$ cat src/rtl/imem_fetch_arb.sv
// Instruction-memory arbiter: a boot loader and the core fetch port share one single-port BRAM.
// Latency: grants are combinational; a fetch response appears one cycle after its grant (1/cycle throughput).
// Backpressure: loader wins by default, fetch wins after three consecutive lost cycles; no grant while in reset.
module imem_fetch_arb #(
  parameter  int DWIDTH    = 32,
  parameter  int MEM_SIZE  = 16384,
  localparam int ADDR_SIZE = $clog2(MEM_SIZE)
) (
  input  logic                 Clk_Core,
  input  logic                 Rst_Core,
  // core fetch port
  input  logic                 Fetch_Req,
  input  logic [DWIDTH-1:0]    Fetch_Addr,
  output logic                 Fetch_Gnt,
  output logic                 Fetch_Valid,
  output logic [31:0]          Fetch_Instr,
  output logic                 Fetch_Err,
  // boot loader port
  input  logic                 Load_Valid,
  output logic                 Load_Ready,
  input  logic [DWIDTH-1:0]    Load_Addr,
  input  logic [31:0]          Load_Data,
  input  logic                 Load_Done,
  output logic                 Boot_Done,
  // single-port BRAM
  output logic                 Mem_En,
  output logic                 Mem_We,
  output logic [ADDR_SIZE-1:0] Mem_Addr,
  output logic [31:0]          Mem_Wdata,
  input  logic [31:0]          Mem_Rdata
);

  // Returned for faulting fetches and shown after reset: RISC-V "addi x0,x0,0".
  localparam logic [31:0] NOP_INSTR = 32'h0000_0013;

  typedef enum logic {
    ST_BOOT = 1'b0,
    ST_RUN  = 1'b1
  } state_t;

  state_t                state_q;
  logic                  boot_done_q;
  logic [1:0]            starve_q, starve_d;
  logic [ADDR_SIZE-1:0]  mem_addr_q, mem_addr_d;
  logic [31:0]           mem_wdata_q, mem_wdata_d;
  logic                  rsp_vld_q;
  logic                  rsp_err_q;
  logic [31:0]           instr_q;

  logic                  in_run;
  logic [DWIDTH-1:0]     load_hi;
  logic [DWIDTH-1:0]     fetch_hi;
  logic                  load_ok;
  logic                  fetch_ok;
  logic                  fetch_wins;
  logic                  load_gnt;
  logic                  fetch_gnt;

  assign in_run = (state_q == ST_RUN);

  // Address legality: word aligned and inside the BRAM (no bits above the word index).
  assign load_hi  = Load_Addr  >> (ADDR_SIZE + 2);
  assign fetch_hi = Fetch_Addr >> (ADDR_SIZE + 2);
  assign load_ok  = (Load_Addr[1:0]  == 2'b00) && (load_hi  == '0);
  assign fetch_ok = (Fetch_Addr[1:0] == 2'b00) && (fetch_hi == '0);

  // Fetch only competes in RUN; it beats a pending load once it has starved three cycles.
  // Grants are suppressed while reset is asserted so nothing is accepted into a resetting block.
  assign fetch_wins = in_run && Fetch_Req && (!Load_Valid || (starve_q == 2'd3));
  assign fetch_gnt  = !Rst_Core && fetch_wins;
  assign load_gnt   = !Rst_Core && Load_Valid && !fetch_wins;

  assign Fetch_Gnt  = fetch_gnt;
  assign Load_Ready = load_gnt;

  // BRAM port steering: legal load writes, legal fetch reads, otherwise address/data hold.
  always_comb begin
    Mem_En      = 1'b0;
    Mem_We      = 1'b0;
    mem_addr_d  = mem_addr_q;
    mem_wdata_d = mem_wdata_q;
    if (load_gnt && load_ok) begin
      Mem_En      = 1'b1;
      Mem_We      = 1'b1;
      mem_addr_d  = Load_Addr[ADDR_SIZE+1:2];
      mem_wdata_d = Load_Data;
    end else if (fetch_gnt && fetch_ok) begin
      Mem_En      = 1'b1;
      mem_addr_d  = Fetch_Addr[ADDR_SIZE+1:2];
    end
  end

  assign Mem_Addr  = mem_addr_d;
  assign Mem_Wdata = mem_wdata_d;

  // Starvation counter: counts cycles a requesting fetch loses to the loader, saturating at 3.
  always_comb begin
    starve_d = starve_q;
    if (!in_run || !Fetch_Req || fetch_gnt) begin
      starve_d = 2'd0;
    end else if (load_gnt && (starve_q != 2'd3)) begin
      starve_d = starve_q + 2'd1;
    end
  end

  // Arbitration history and held BRAM address/data registers.
  always_ff @(posedge Clk_Core or posedge Rst_Core) begin
    if (Rst_Core) begin
      starve_q    <= 2'd0;
      mem_addr_q  <= '0;
      mem_wdata_q <= '0;
    end else begin
      starve_q    <= starve_d;
      mem_addr_q  <= mem_addr_d;
      mem_wdata_q <= mem_wdata_d;
    end
  end

  // Boot/run state machine: leaves BOOT on Load_Done and stays in RUN until reset.
  always_ff @(posedge Clk_Core or posedge Rst_Core) begin
    if (Rst_Core) begin
      state_q     <= ST_BOOT;
      boot_done_q <= 1'b0;
    end else begin
      case (state_q)
        ST_BOOT: begin
          if (Load_Done) begin
            state_q     <= ST_RUN;
            boot_done_q <= 1'b1;
          end
        end
        ST_RUN: begin
          state_q     <= ST_RUN;
          boot_done_q <= 1'b1;
        end
        default: begin
          state_q     <= ST_BOOT;
          boot_done_q <= 1'b0;
        end
      endcase
    end
  end

  assign Boot_Done = boot_done_q;

  // Fetch response tracking: one valid pulse per grant; an error grant never touched the BRAM.
  always_ff @(posedge Clk_Core or posedge Rst_Core) begin
    if (Rst_Core) begin
      rsp_vld_q <= 1'b0;
      rsp_err_q <= 1'b0;
    end else begin
      rsp_vld_q <= fetch_gnt;
      rsp_err_q <= fetch_gnt && !fetch_ok;
    end
  end

  // Remember the last delivered instruction so the output holds between responses.
  always_ff @(posedge Clk_Core or posedge Rst_Core) begin
    if (Rst_Core) begin
      instr_q <= NOP_INSTR;
    end else if (rsp_vld_q) begin
      instr_q <= Fetch_Instr;
    end
  end

  // BRAM data arrives in the response cycle, so it is forwarded directly while valid.
  always_comb begin
    Fetch_Instr = instr_q;
    if (rsp_vld_q) begin
      Fetch_Instr = rsp_err_q ? NOP_INSTR : Mem_Rdata;
    end
  end

  assign Fetch_Valid = rsp_vld_q;
  assign Fetch_Err   = rsp_err_q;

endmodule

$ cat config.mk
export PLATFORM = sky130hd
export DESIGN_NAME = imem_fetch_arb
export DESIGN_NICKNAME = d
export VERILOG_FILES = /design/src/rtl/imem_fetch_arb.sv
export SDC_FILE = /design/constraint.sdc
export NUM_CORES = 1
export LEC_CHECK = 0
export ABC_AREA = 1
export ABC_CLOCK_PERIOD_IN_PS = 3000
export BUFFER_PORTS_ARGS = -buffer_cell sky130_fd_sc_hd__buf_2
export CAP_MARGIN = 30
export CORE_MARGIN = 4
export CORE_UTILIZATION = 24
export CTS_CLUSTER_DIAMETER = 200
export DETAILED_ROUTE_END_ITERATION = 6
export MAX_ROUTING_LAYER = met4
export PLACE_DENSITY = 0.6
export SETUP_SLACK_MARGIN = 0.15
export SYNTH_ARGS = -nofsm -noshare
export SYNTH_HDL_FRONTEND = slang
export SYNTH_SLANG_ARGS = --single-unit
$ cat constraint.sdc
create_clock -name Clk_Core -period 3 [get_ports Clk_Core]
set_clock_uncertainty 0.05 [all_clocks]
set_input_delay 0.3 -clock Clk_Core [delete_from_list [all_inputs] [get_ports Clk_Core]]
set_output_delay 0.3 -clock Clk_Core [all_outputs]
set_load 0.005 [all_outputs]
==> summary.md, run 1 <==
| Metric | Value |
|---|---|
| Ratio of cells with drive above 1 in the final layout | 0.398 |
| Crit. End Element | output port |
| Status | finished clean |
| # H-tree levels | 3 |
| Critical Path AT | 2.26 ns |
| HP Class | input pin to register |
| Worst slew pin tran | 0.575 ns |
| Routed wire length | 11.1 mm |
| Nets | 774 |
| Crit path cell chain | ha_1 -> inv_1 -> nand2_1 -> nand2_2 -> nand2_1 -> nor2_2 -> and2_4 -> nand2_4 -> clkinv_8 -> nand2_1 -> nand2_1 -> buf_2 |
| Final Cycle Share | 0.871 |
| Most frequent CP cell | nand2_1 |
| CP bufs+invs | 3 |
| DRC viols | 0 |
| Req. time, crit path | 2.65 ns |
| Initial antenna violation count | 0 |
| Die Wd | 136 um |
| EDFF count, synth | 0 |
| First-pass GRT wire length | 17.2 mm |
| Avg WL per Cell | 12.9 um |
| Power density cells | 514 nW/um^2 |
| RSZ-0062 raised after global routing | false |
| ANT cells | 0 |
| Post-DRT Antenna Nets | 0 |
| Reg2reg path depth | 9 |
| Max-Cap Viols | 0 |
| Avg Inst Size Synth | 9.16 sq um |
| Post-CTS Setup Bufs | 0 |
| Yosys Warn Count | 0 |
| Seq/Total Area, Yosys | 0.536 |
| Initial Utilization | 0.247 |
| Die Y | 136 um |
| Delay of the slowest critical-path stage | 0.39 ns |
| # fillers | 1680 |
| FP Rows | 46 |
| Ys flop type | dfrtp_1 |
| I/O Buffers | 217 |
| Setup TNS | 0 ns |
| Synth top area cells | dfrtp_1, nand2_1, a22o_1, nand3_1, inv_1 |
| Highest clock rate | 383 MHz |
| WS Path Type | register to output port |
| Crit path max-delay family | simple AND/OR/NAND/NOR gates |
| Reg clk slew, reported paths | 0.06 ns |
| Post-DP HPWL | 8.32 mm |
| Slowest-stage cell, CP | dfrtp_1 |
| Maximum number of pins on one net before global-route repair | 59 |
| VDD IR max | 0.242 mV |
| Slew Viols, Final | 0 |
| Hold Vio Cnt, Final | 0 |
| Area grow syn2layout | 40.5% |
| Slew margin rel. | 0.616 |
| Final min period | 2.61 ns |
| Total grt overflow | 0 |
| Setup Viol. Count Final | 0 |
| Tot GR Track Use | 0.122 |
| Hold Path Depth | 3 |
| Critical Path Stages | 12 |
| Clk_lat worst skew | 0.34 ns |
| Distinct cells, synth | 31 |
| Crit Path Max Fanout | 34 |
| P_leak | 0.00312 uW |
| Multi-input combinational cell area | 1550 sq um |
| Storage element area | 2110 sq um |
| Post-synth top area cell | dfrtp_1 |
| Cell count after synthesis | 429 |
| DRT Pass-1 Iters | 4 |
| Number of CTS-inserted buffers | 9 |
| Crit start category | register |
| Area share of the largest cell type after synthesis | 0.516 |
| TritonCTS Sinks | 84 |
| Hold WS | 0.107 ns |
| Vias per cell | 4.30 |
| First DRT Iteration DRCs | 129 |
| CTS tree | built |
| Mapped Nets | 563 |
| Via count | 3697 |
| CTS Root Cell | clkbuf_16 |
| GPL Wtd Cong | 0.788 |
| Core area | 15900 sq um |
| Async SR Flop Fraction | 1.00 |
| Mapped Area | 3930 sq um |
| Clk buf depth | 2 |
| Die area | 18500 sq um |
| Vias in the first global route | 3560 |
| # IOs | 218 |
| Yosys reg bits | 84 |
worst reg2reg max path: stages, from the launching register on:
cell     delay [ns]
dfrtp_1        0.39
ha_1           0.20
inv_1          0.05
nand2_1        0.05
nand2_2        0.10
nand2_1        0.07
nor2_2         0.13
nand3_1        0.44
nand3_1        0.24
nand2_1        0.10
per-layer routing:
metal,global-route usage,vias up,part of all wire
li1,-,1839,-
met1,0.147,1690,0.43
met3,0.0355,11,0.083
met2,0.190,157,0.47
met4,0.0510,0,0.014
met5,-,-,0
path summary, 6_finish.rpt:
check,from,endpoint,slack [ns]
max in group asynchronous,Rst_Core,mem_wdata_q[3],1.77
worst max register to register,starve_q[0],mem_addr_q[11],1.05
worst min-delay path,Load_Done,in_run,0.11
min in group asynchronous,Rst_Core,starve_q[1],0.39
worst min register to register,mem_wdata_q[14],mem_wdata_q[14],0.42
worst max-delay path,starve_q[0],Mem_Wdata[8],0.39
cell usage after synthesis (2+ instances only):
master	instances
dfrtp_1	81
and2_1	2
a22o_1	58
o22a_1	6
buf_2	16
inv_2	2
buf_6	3
nor2_4	2
nor2_2	3
nand3_1	44
clkbuf_1	4
nor2_1	19
inv_1	34
nand2_1	136
dfstp_2	3
through the flow:
stage | cell area, sq um | setup slack [ns] | utilization | cells | total power (uW)
global route | 5520 | 0.164 | 0.346 | 859 | 2970
finish | 5520 | 0.388 | 0.346 | 859 | 2840
global placement | 5200 | 0.663 | 0.326 | 844 | 1700
floorplan | 3930 | 0.471 | - | 429 | 1490
CTS | 5520 | 0.266 | 0.346 | 859 | 2890
detailed placement | 5200 | 0.657 | 0.326 | 844 | 1700
repair_timing:
action	in CTS	in global routing
gates resized for setup	0	2
endpoints found under the setup margin	0	31
hold buffers	1	0
endpoints found under the hold margin	1	0
sequential cells by signal (all words and copies together) (netlist names):
name / cells
mem_addr_q: 14
mem_wdata_q: 32
Boot_Done: 1
Fetch_Err: 1
in_run: 1
starve_q: 2
instr_q: 32
Fetch_Valid: 1
cell type report:
cell class                      instances  area share
Multi-Input combinational cell        284       0.280
Clock inverter                          5      0.0143
Timing Repair Buffer                  224       0.207
Inverter                               37      0.0276
Sequential cell                        84       0.381
Tap cell                              216      0.0489
Clock buffer                            9      0.0408
report_power, final:
group / internal (uW) / total [uW] / switching, uW
combinational: 245 / 412 / 167
sequential: 1220 / 1260 / 42.3
clock: 718 / 1170 / 447
layout by cell type (no fill, tap or decap), drive strengths merged:
cell type / n
ha: 1
dfrtp: 81
nand3: 44
clkinv: 5
nand2: 138
or2: 2
nand4: 2
xor2: 1
o21ai: 1
nor3: 2
clkbuf: 9
dfstp: 3
nor2: 24
dlygate4sd3: 1
bufinv: 2
a22o: 58
o22a: 6
buf: 223
and2: 5
inv: 35
logic make-up after synthesis:
family | synth area share
compound gates | 0.144
simple gates | 0.244
xor+xnor | 0.00223
flops | 0.536
buf+inv | 0.0713
fa+ha+maj | 0.00318
Power figures use the tool's default switching activity.
==> run 2: changes to the inputs <==
--- a/config.mk
+++ b/config.mk
@@ -5,7 +5,6 @@
 export SDC_FILE = /design/constraint.sdc
 export NUM_CORES = 1
 export LEC_CHECK = 0
-export ABC_AREA = 1
 export ABC_CLOCK_PERIOD_IN_PS = 3000
 export BUFFER_PORTS_ARGS = -buffer_cell sky130_fd_sc_hd__buf_2
 export CAP_MARGIN = 30
==> summary.md, run 2 <==
| Metric | Value |
|---|---|
| Req. time, crit path | 2.65 ns (about the same) |
| Max-Cap Viols | 0 (unchanged) |
| First-pass GRT wire length | 17.3 mm (was 17.2 mm) |
| Initial antenna violation count | 1 (was 0) |
| Async SR Flop Fraction | 1.00 (unchanged) |
| # fillers | 1560 (was 1680) |
| VDD IR max | 0.272 mV (was 0.242 mV) |
| Highest clock rate | 383 MHz (about the same) |
| CTS Root Cell | clkbuf_16 (unchanged) |
| Worst slew pin tran | 0.737 ns (was 0.575 ns) |
| GPL Wtd Cong | 0.921 (was 0.788) |
| Synth cell count leaders | dfrtp_1, o21ai_0, mux2_2, inv_1, nand2_1 (was nand2_1, dfrtp_1, a22o_1, nand3_1, inv_1) |
| Commonest non-fill, non-tap cell in the layout | buf_2 (unchanged) |
| Ratio of cells with drive above 1 in the final layout | 0.516 (was 0.398) |
| Final Instance Area | 5450 sq um (was 5520 sq um) |
| Critical Path AT | 2.26 ns (about the same) |
| Slew margin rel. | 0.509 (was 0.616) |
| CTS tree | built (unchanged) |
| First DRT Iteration DRCs | 144 (was 129) |
| Most frequent cells in the layout | buf_2, dfrtp_1, o21ai_0 (was buf_2, nand2_1, dfrtp_1) |
| P_leak | 0.00286 uW (was 0.00312 uW) |
| Ys flop type | dfrtp_1 (unchanged) |
| Setup TNS | 0 ns (unchanged) |
| Largest registers in the final layout | instr_q: 32 flops, mem_wdata_q: 32 flops, mem_addr_q: 14 flops (unchanged) |
| Hold WS | 0.0367 ns (was 0.107 ns) |
| Initial Utilization | 0.246 (was 0.247) |
| Reg2Reg Setup Slack | 1.05 ns (about the same) |
| Mapped Area | 3760 sq um (was 3930 sq um) |
| Area grow syn2layout | 45.0% (was 40.5%) |
| Seq/Total Area, Yosys | 0.560 (was 0.536) |
| Post-CTS Setup Bufs | 0 (unchanged) |
| Power density cells | 535 nW/um^2 (was 514 nW/um^2) |
| Met3 Routed Length | 938 um (was 919 um) |
| Metal1 wirelength | 4.49 mm (was 4.78 mm) |
| DRC viols | 0 (unchanged) |
| Final min period | 2.61 ns (about the same) |
| Setup Viol. Count Final | 0 (unchanged) |
| Worst Setup Slack, final | 0.391 ns (was 0.388 ns) |
| Yosys Warn Count | 0 (unchanged) |
| Post-DRT Antenna Nets | 0 (unchanged) |
| Status | finished clean (unchanged) |
| Via count | 3508 (was 3697) |
| TritonCTS Sinks | 84 (unchanged) |
| # IOs | 218 (unchanged) |
| Critical path endpoint | Mem_Wdata[31] (was Mem_Wdata[8]) |
| Cts hold-fix bufs | 0 (was 1) |
| EDFF count, synth | 0 (unchanged) |
| Slew Viols, Final | 0 (unchanged) |
| Dpl ws | 0.424 ns (was 0.657 ns) |
| Maximum number of pins on one net before global-route repair | 68 (was 59) |
| Worst reg2reg endpoint | mem_wdata_q[31] (was mem_addr_q[11]) |
| FF-to-FF Start | starve_q[0] (unchanged) |
| # resized after CTS | 0 (unchanged) |
| Clk_lat worst skew | 0.34 ns (about the same) |
| Nets | 703 (was 774) |
| Die area | 17700 sq um (was 18500 sq um) |
| Yosys reg bits | 84 (unchanged) |
| Vias per cell | 4.46 (was 4.30) |
| Total grt overflow | 0 (unchanged) |
| Tot GR Track Use | 0.125 (was 0.122) |
| Post-synth top area cell | dfrtp_1 (unchanged) |
| Core area | 15300 sq um (was 15900 sq um) |
| Avg Inst Size Synth | 10.6 sq um (was 9.16 sq um) |
| FP Rows | 45 (was 46) |
| Post-DP HPWL | 8.65 mm (was 8.32 mm) |
| Die Y | 133 um (was 136 um) |
| Reg clk slew, reported paths | 0.07 ns (was 0.06 ns) |
| Area share of the largest cell type after synthesis | 0.539 (was 0.516) |
| HP Class | input pin to async pin (was input pin to register) |
| Crit Path Max Fanout | 44 (was 34) |
| Crit start category | register (unchanged) |
| I/O Buffers | 217 (unchanged) |
| Mapped Nets | 489 (was 563) |
| Final Cycle Share | 0.870 (was 0.871) |
| Met2 routed WL | 5.27 mm (was 5.25 mm) |
| Cell count after synthesis | 355 (was 429) |
| Most numerous cell in the Yosys netlist | dfrtp_1 (was nand2_1) |
| Die Wd | 133 um (was 136 um) |
| WS Path Type | register to output port (unchanged) |
| # H-tree levels | 3 (unchanged) |
| DP Area | 5090 sq um (was 5200 sq um) |
| Reg2reg path depth | 6 (was 9) |
| Number of CTS-inserted buffers | 9 (unchanged) |
| Crit. Startpoint | starve_q[0] (unchanged) |
| Crit. End Element | output port (unchanged) |
| Routed wire length | 11.0 mm (was 11.1 mm) |
| DRT Pass-1 Iters | 4 (unchanged) |
| Distinct cells, synth | 36 (was 31) |
| Avg WL per Cell | 14.0 um (was 12.9 um) |
| RSZ-0062 raised after global routing | false (unchanged) |
| Hold Vio Cnt, Final | 0 (unchanged) |
| Synth top area cells | dfrtp_1, mux2_2, o21ai_0, inv_1, nand2_1 (was dfrtp_1, nand2_1, a22o_1, nand3_1, inv_1) |
| Clk buf depth | 2 (unchanged) |
| Top routing layer in use | met4 (unchanged) |
| Vias in the first global route | 3579 (was 3560) |
## run 2: changes by cell type in the layout (fill, tap and decap cells not counted), moves of 14 or more
cell	previous run	this run
mux2_2	0	32
nand4_1	1	15
a31oi_1	0	14
a22o_1	58	0
nand2_1	136	31
nor2_1	19	2
nor3_1	1	17
o21ai_0	1	62
nand3_1	44	2
## run 2: critical path, cell delays in order, from the launching register on
cell     delay (ns)
dfrtp_1        0.40
ha_1           0.22
nand3_1        0.10
nand4_1        0.13
or2_2          0.38
buf_12         0.20
mux2_2         0.32
buf_2          0.14
## run 2: how the worst min path moves through the flow
stage | startpoint | endpoint | slack (ns) | cells after the start
6_report | Rst_Core | starve_q[0] | 0.04 | 2
5_1_grt | Rst_Core | starve_q[1] | 0.1 | 2
4_1_cts | Rst_Core | starve_q[0] | 0.05 | 2
3_5_place_dp | Boot_Done | Boot_Done | 0.42 | 1
3_3_place_gp | Rst_Core | starve_q[1] | 0.41 | 2
2_1_floorplan | Load_Done | Boot_Done | 0.36 | 1
## run 2: layout make-up
class / instances / area, sq um / area share
flip-flops and latches: 84 / 2110 / 0.386
multi-input cells: 217 / 1420 / 0.261
repair buffers: 226 / 1180 / 0.216
well taps: 211 / 264 / 0.0484
clock buffers: 11 / 253 / 0.0464
inverters: 31 / 118 / 0.0216
clock inverters: 5 / 108 / 0.0197
diodes: 1 / 2.50 / 0.000459
## run 2: kinds of logic after synthesis
| logic type | synth area share |
|---|---|
| buffers and inverters | 0.0619 |
| DFF | 0.560 |
| AOI/OAI and AO/OA | 0.147 |
| muxes | 0.0958 |
| xor gates and xnor gates | 0.00233 |
| adders and majority gates | 0.00333 |
| and+or+nand+nor | 0.129 |
## run 2: stage by stage
stage / util / power [uW] / cells
floorplan: - / 1420 / 355
global placement: 0.332 / 1630 / 768
detailed placement: 0.334 / 1640 / 769
CTS: 0.357 / 2970 / 785
global route: 0.357 / 3080 / 786
finish: 0.357 / 2920 / 786
## run 2: layer usage
layer  GRT usage  vias to the layer above
met3      0.0389                       24
met5           -                        -
li1            -                     1679
met4      0.0554                        0
met2       0.205                      167
met1       0.140                     1638
## run 2: where the power goes
group          internal [uW]  leakage, uW  switching, uW
clock network            861     0.000176            446
registers               1220      0.00111           24.8
logic                    178      0.00157            188
total                   2260      0.00286            659
==> run 3: changes to the inputs <==
--- a/config.mk
+++ b/config.mk
@@ -9,11 +9,11 @@
 export BUFFER_PORTS_ARGS = -buffer_cell sky130_fd_sc_hd__buf_2
 export CAP_MARGIN = 30
 export CORE_MARGIN = 4
-export CORE_UTILIZATION = 24
+export CORE_UTILIZATION = 44
 export CTS_CLUSTER_DIAMETER = 200
 export DETAILED_ROUTE_END_ITERATION = 6
 export MAX_ROUTING_LAYER = met4
-export PLACE_DENSITY = 0.6
+export PLACE_DENSITY = 0.91
 export SETUP_SLACK_MARGIN = 0.15
 export SYNTH_ARGS = -nofsm -noshare
 export SYNTH_HDL_FRONTEND = slang
==> summary.md, run 3 (synthesis gave the netlist of run 2 again) <==
| Metric | Value |
|---|---|
| Worst reg2reg endpoint | mem_wdata_q[20] (was mem_wdata_q[31]) |
| Crit start category | register (unchanged) |
| Maximum number of pins on one net before global-route repair | 68 (unchanged) |
| Nets | 702 (was 703) |
| DP Area | 4940 sq um (was 5090 sq um) |
| DRC viols | 0 (unchanged) |
| Total grt overflow | 0 (unchanged) |
| Req. time, crit path | 2.65 ns (about the same) |
| Reg clk slew, reported paths | 0.09 ns (was 0.07 ns) |
| TritonCTS Sinks | 84 (unchanged) |
| Commonest non-fill, non-tap cell in the layout | buf_2 (unchanged) |
| Final Cycle Share | 0.880 (was 0.870) |
| Via count | 3507 (was 3508) |
| HP Class | input pin to async pin (unchanged) |
| RSZ-0062 raised after global routing | false (unchanged) |
| # fillers | 671 (was 1560) |
| Combinational Power Share | 0.148 (was 0.125) |
| GPL Wtd Cong | 0.860 (was 0.921) |
| CTS tree | built (unchanged) |
| Reg2reg path depth | 5 (was 6) |
| Max-Cap Viols | 0 (unchanged) |
| Number of CTS-inserted buffers | 9 (unchanged) |
| Crit Path Max Fanout | 48 (was 44) |
| Cell-internal power | 1840 uW (was 2260 uW) |
| Slew margin rel. | 0.492 (was 0.509) |
| Post-DP HPWL | 8.40 mm (was 8.65 mm) |
| Die Y | 100 um (was 133 um) |
| Die area | 10100 sq um (was 17700 sq um) |
| Hold Vio Cnt, Final | 0 (unchanged) |
| Clk pwr share | 0.354 (was 0.448) |
| Most frequent cells in the layout | buf_2, dfrtp_1, o21ai_0 (unchanged) |
| Initial Utilization | 0.455 (was 0.246) |
| Sw Share | 0.262 (was 0.226) |
| VDD IR max | 0.210 mV (was 0.272 mV) |
| DRT Pass-1 Iters | 4 (unchanged) |
| Final Power | 2490 uW (was 2920 uW) |
| Setup TNS | 0 ns (unchanged) |
| Multi-input combinational cell area | 1430 sq um (was 1420 sq um) |
| Psw | 654 uW (was 659 uW) |
| Die Wd | 100 um (was 133 um) |
| # H-tree levels | 3 (unchanged) |
| Setup Viol. Count Final | 0 (unchanged) |
| Routed wire length | 10.7 mm (was 11.0 mm) |
| Reg2Reg Setup Slack | 1.01 ns (was 1.05 ns) |
| # IOs | 218 (unchanged) |
| Status | finished clean (unchanged) |
| Area grow syn2layout | 37.2% (was 45.0%) |
| Clk_lat worst skew | 0.34 ns (about the same) |
| Ratio of cells with drive above 1 in the final layout | 0.515 (was 0.516) |
| Final min period | 2.64 ns (was 2.61 ns) |
| I/O Buffers | 217 (unchanged) |
| First-pass GRT wire length | 16.9 mm (was 17.3 mm) |
| Final Instance Area | 5160 sq um (was 5450 sq um) |
| P_leak | 0.00278 uW (was 0.00286 uW) |
| Vias per cell | 5.17 (was 4.46) |
| Crit. End Element | output port (unchanged) |
| Worst slew pin tran | 0.756 ns (was 0.737 ns) |
| Critical Path AT | 2.29 ns (was 2.26 ns) |
| Largest registers in the final layout | instr_q: 32 flops, mem_wdata_q: 32 flops, mem_addr_q: 14 flops (unchanged) |
| Storage element area | 2110 sq um (unchanged) |
| Post-CTS Setup Bufs | 0 (unchanged) |
| Tot GR Track Use | 0.217 (was 0.125) |
| Core area | 8260 sq um (was 15300 sq um) |
| FP Rows | 33 (was 45) |
| Seq pwr share | 0.499 (was 0.426) |
| First DRT Iteration DRCs | 110 (was 144) |
| Layout Utilization | 0.625 (was 0.357) |
| Avg WL per Cell | 15.9 um (was 14.0 um) |
| Post-DRT Antenna Nets | 0 (unchanged) |
| Vias in the first global route | 3580 (was 3579) |
| Highest clock rate | 379 MHz (was 383 MHz) |
| ANT cells | 0 (was 1) |
| FF-to-FF Start | starve_q[0] (unchanged) |
| Power density cells | 483 nW/um^2 (was 535 nW/um^2) |
| Initial antenna violation count | 0 (was 1) |
| WS Path Type | register to output port (unchanged) |
| CTS Root Cell | clkbuf_8 (was clkbuf_16) |
| Clk buf depth | 2 (unchanged) |
| Slew Viols, Final | 0 (unchanged) |
run 3: changes by cell type in the layout (fill, tap and decap cells not counted), sizes merged:
cell,before,now
bufinv,3,1
inv,30,32
buf,226,225
diode,1,0
run 3: worst max-delay path, cell delays in order (launching register included):
cell and delay, ns:
dfrtp_1 0.38, ha_1 0.20, nand3_1 0.11, nand4_1 0.14, or2_4 0.53, mux2_2 0.42, buf_2 0.13
run 3: cell type report:
type	count	area share
Timing Repair Buffer	225	0.225
Clock inverter	5	0.0131
Tap cell	105	0.0255
Inverter	31	0.0228
Clock buffer	11	0.0293
Multi-Input combinational cell	217	0.276
Sequential cell	84	0.408
run 3: how the worst max path moves through the flow:
stage / from / end / slack, ns / cells after the start
finish: starve_q[0] / Mem_Wdata[18] / 0.36 / 6
detailed placement: Fetch_Addr[1] / Mem_Addr[11] / 0.36 / 6
CTS: starve_q[0] / Mem_Wdata[18] / 0.35 / 6
floorplan: Rst_Core / starve_q[1] / 0.39 / 3
global placement: Fetch_Addr[1] / Mem_Addr[2] / 0.42 / 6
global route: starve_q[0] / Mem_Wdata[18] / 0.20 / 6
run 3: through the flow:
stage | setup WS, ns | hold WS, ns | instances
floorplan | 0.392 | 0.359 | 355
global placement | 0.421 | 0.395 | 661
detailed placement | 0.358 | 0.419 | 662
CTS | 0.349 | 0.0933 | 678
global route | 0.202 | 0.0985 | 678
finish | 0.360 | 0.0915 | 678
run 3: power by group through the flow:
stage	clock network (uW)	logic (uW)	registers, uW
after global placement	0	354	1260
after CTS	902	375	1240
after detailed placement	0	373	1270
final	881	368	1240
after global routing	951	418	1250
after floorplan	0	166	1260
run 3: timing repair:
item                       4_1_cts  5_1_grt
resized for setup                1        0
setup endpoints to repair       32        0
hold buffers                     0        0
run 3: routing by layer:
layer / up-vias / wire length, um / GRT usage
met2: 178 / 5710 / 0.381
met3: 12 / 950 / 0.0500
met4: 0 / 125 / 0.0549
met5: - / 0 / -
met1: 1636 / 3960 / 0.249
li1: 1681 / - / -
